<file path="src/rtl/player_pkg.sv">
// Shared sizing constants and types for the player register bank.
package player_pkg;

  localparam int NUM_CARDS = 5;
  localparam int CARD_W    = 6;
  localparam int CHIP_W    = 8;

  localparam logic [2:0] CHIP_SEL = 3'd5;

  typedef logic [CARD_W-1:0] card_t;

endpackage

</file>
<file path="src/rtl/bank_cell.sv">
// Parameterised-width storage register with load enable and async active-low clear.
module bank_cell #(
  parameter int W = 8
) (
  input  logic         clk,
  input  logic         reset,
  input  logic         load,
  input  logic [W-1:0] d,
  output logic [W-1:0] q
);

  always_ff @(posedge clk or negedge reset) begin
    if (!reset) begin
      q <= '0;
    end else if (load) begin
      q <= d;
    end
  end

endmodule

</file>
<file path="src/rtl/player_bank.sv">
// Player card and chip registers: single-register writes by address plus a
// parallel card load that takes priority over single card writes.
module player_bank
  import player_pkg::*;
#(
  parameter int NUM_CARDS = player_pkg::NUM_CARDS,
  parameter int CARD_W    = player_pkg::CARD_W,
  parameter int CHIP_W    = player_pkg::CHIP_W
) (
  input  logic              clk,
  input  logic              reset,
  input  logic              enable,
  input  logic              enable_all,
  input  logic [2:0]        sel,
  input  logic [CHIP_W-1:0] data,
  input  logic [CARD_W-1:0] in_card  [NUM_CARDS],
  output logic [CARD_W-1:0] card_reg [NUM_CARDS],
  output logic [CHIP_W-1:0] chip_reg
);

  logic chip_load;

  // Parallel load claims every card, so a single card write on the same edge is dropped.
  for (genvar i = 0; i < NUM_CARDS; i++) begin : g_card
    logic              card_load;
    logic [CARD_W-1:0] card_next;

    assign card_load = enable_all | (enable & (sel == 3'(i)));
    assign card_next = enable_all ? in_card[i] : data[CARD_W-1:0];

    bank_cell #(.W(CARD_W)) u_card (
      .clk   (clk),
      .reset (reset),
      .load  (card_load),
      .d     (card_next),
      .q     (card_reg[i])
    );
  end

  // Chip writes are independent of the parallel card load.
  assign chip_load = enable & (sel == CHIP_SEL);

  bank_cell #(.W(CHIP_W)) u_chip (
    .clk   (clk),
    .reset (reset),
    .load  (chip_load),
    .d     (data),
    .q     (chip_reg)
  );

endmodule

</file>
<file path="config.mk">
export PLATFORM = sky130hd
export DESIGN_NAME = player_bank
export DESIGN_NICKNAME = d
export VERILOG_FILES = /design/src/rtl/player_pkg.sv /design/src/rtl/bank_cell.sv /design/src/rtl/player_bank.sv
export SDC_FILE = /design/constraint.sdc
export NUM_CORES = 1
export LEC_CHECK = 0
export CAP_MARGIN = 5
export CORE_MARGIN = 10
export CORE_UTILIZATION = 44
export DETAILED_ROUTE_END_ITERATION = 6
export GPL_TIMING_DRIVEN = 0
export PLACE_DENSITY_LB_ADDON = 0.3
export SETUP_SLACK_MARGIN = 0.02
export SYNTH_ARGS = -nofsm -noshare
export SYNTH_HDL_FRONTEND = slang
export SYNTH_SLANG_ARGS = --single-unit
</file>
<file path="constraint.sdc">
create_clock -name clk -period 1.9 [get_ports clk]
set_clock_uncertainty 0.1 [all_clocks]
set_input_delay 0.57 -clock clk [delete_from_list [all_inputs] [get_ports clk]]
set_output_delay 0.57 -clock clk [all_outputs]
set_load 0.1 [all_outputs]
</file>
==> reports/results.ini <==
[status]
status = finished clean

[sta]
maxSlewViolCount = 0
slew_headroom_pct = 42.3
final-setup-viol-count = 0
setup_slack_ns = 0.0440
rsz0062_at_grt = yes
clock.fmax_mhz = 539
finalHoldViolations = 0
period_share_pct = 97.7
fin_tns_setup_ns = 0
min_period_ns = 1.86
fin_hold_ws_ns = 0.284
worst_pin_slew_ns = 0.866

[routing]
drtIter0Drc = 50
wl_per_cell_um = 18.6
drt_pre_antenna_iters = 4
dr_total_vias = 1481
routed_via_density = 5.04
drcViolationCount = 0
ant_nets = 0
totalWireLength_mm = 5.46

[critical_path]
cp-end-kind = primary output
path_buf_inv = 1
critPathTopFamily = buffers and inverters
cp_max_fo = 2
cp_cell_sequence = clkdlybuf4s15_2
crit_path_top_delay_cell = clkdlybuf4s15_2
startpoint_type = flip-flop
cp_data_required_time_ns = 1.23
cp.arrival_ns = 1.19
path_class = reg2out
crit_path_max_incr_delay_ns = 0.56

[pwr]
power.leakage_nw = 1.28
powerDensity_nw_per_um2 = 1160
ir_drop_mv = 0.769

[final_layout]
area_growth_pct = 53.0
diodes = 0
nNetsFinal = 290
final_cells = 294
drive_gt1_share_pct = 41.1
fin_area_um2 = 2680

[global_routing]
antenna_found_initial = 0
grt_overflow = 0
grt_usage_pct = 15.5
grt_pass1_wl_mm = 8.74
grt_start_max_net_pins = 39
grt_pass1_vias = 1669

[synthesis]
syn_area_um2 = 1750
synth_top_area_share_pct = 54.3
yosys_register_bits = 38
avgSynthCellArea_um2 = 11.2
yosysWarnings = 0
yosysTopAreaCell = dfrtp_1
ys_top_cells_by_area = dfrtp_1 54%, mux2_2 24%, nand2_1 13%
synth_nets = 201
synth_cells = 156
synth-seq-area-share_pct = 54.3
yosysUniqueCellTypes = 12

[floorplan]
dieArea_um2 = 6900
fp.coreArea_um2 = 3740
die_h_um = 83.1
initial_core_util_pct = 46.8
die_w_um = 83.1
row_count = 22
ios = 83

[clocking]
clockBufferDepth = 2
clock-sinks = 38
cts_max_level = 2
cts-root-buf = clkbuf_8
cts_buffers = 5
post-cts-setup-buffers = 0
clk_latency_ns = 0.28
cts_tree = yes
cts.clk_slew.worst_paths_ns = 0.07

[flow_run]
max_cap_viol_count = 0

[hold_path]
min_path_type = in2async

[placement]
place_area_um2 = 2630
place.gp.congestion = 0.738
dp.cells = 286
port-buffer-count = 82
dp_slack_ns = -0.406
hpwlAfterDp_mm = 4.18

-- logic make-up after synthesis --
logic type	Yosys count	share of synthesized area, %
mux	38	24.4
flops	38	54.3
simple gates	71	17.0
buf+inv	4	1.29
compound gates	5	2.93
-- power by group --
| part | total, mW | switching [mW] | leakage [nW] | internal, mW |
|---|---|---|---|---|
| registers | 0.988 | 0.0588 | 0.456 | 0.929 |
| logic | 1.44 | 1.12 | 0.767 | 0.324 |
| clock network | 0.667 | 0.281 | 0.0579 | 0.386 |
-- placed cells by master (no fill, tap or decap), types with 3 or more instances in the layout --
cell type        count
a21oi_4              3
buf_2               27
clkbuf_8             5
clkdlybuf4s18_2     13
clkdlybuf4s50_1     40
dfrtp_1             38
mux2_2              38
nand2_1             60
nand2b_1             5
-- cell usage after synthesis --
master    instances
dfrtp_1          38
nor2b_2           1
a31oi_2           2
buf_2             3
nand2_1          60
nor2_1            1
nand3_2           1
nor2b_1           2
a21oi_2           3
mux2_2           38
buf_4             1
nand2b_1          6
-- registers in the layout, indices dropped and copies added, names as in the netlist --
| name | flops |
|---|---|
| g_card.u_card.q | 30 |
| u_chip.q | 8 |
-- routing by layer --
metal	global-route usage (%)	share of wire (%)
met5	0	0
met3	6.15	6.3
met4	4.31	1.7
met1	14.9	38
met2	29.3	54
-- cell type report --
cell class	instances	area, um2
tap	48	60.1
timing repair buffer	82	696
fill	318	1070
clock buffer	5	68.8
sequential	38	951
buffer	4	22.5
clock inverter	3	40.0
multi-input combinational	114	840
-- what timing repair did --
item,in CTS,in global routing
setup endpoints to repair,68,62
hold buffers,0,0
pin swaps,1,2
resized for setup,149,40
-- per-stage QoR --
stage	total power [mW]	util [%]
final	3.10	71.5
after global routing	3.20	71.5
after CTS	3.16	74.3
after detailed placement	2.53	70.2
after global placement	2.50	70.3
after floorplan	2.09	-
-- final timing paths --
path / start / end / slack (ns) / depth (start not counted)
max: u_chip.q[1] / chip_reg[1] / 0.04 / 1
min in group clk: g_card[0].u_card.q[5] / g_card[0].u_card.q[5] / 0.40 / 1
min: reset / g_card[4].u_card.q[2] / 0.28 / 1
max in group asynchronous: reset / u_chip.q[1] / 0.86 / 1
max reg2reg: u_chip.q[5] / u_chip.q[5] / 1.02 / 1
min reg2reg: g_card[0].u_card.q[5] / g_card[0].u_card.q[5] / 0.40 / 1
Power figures use the tool's default switching activity.
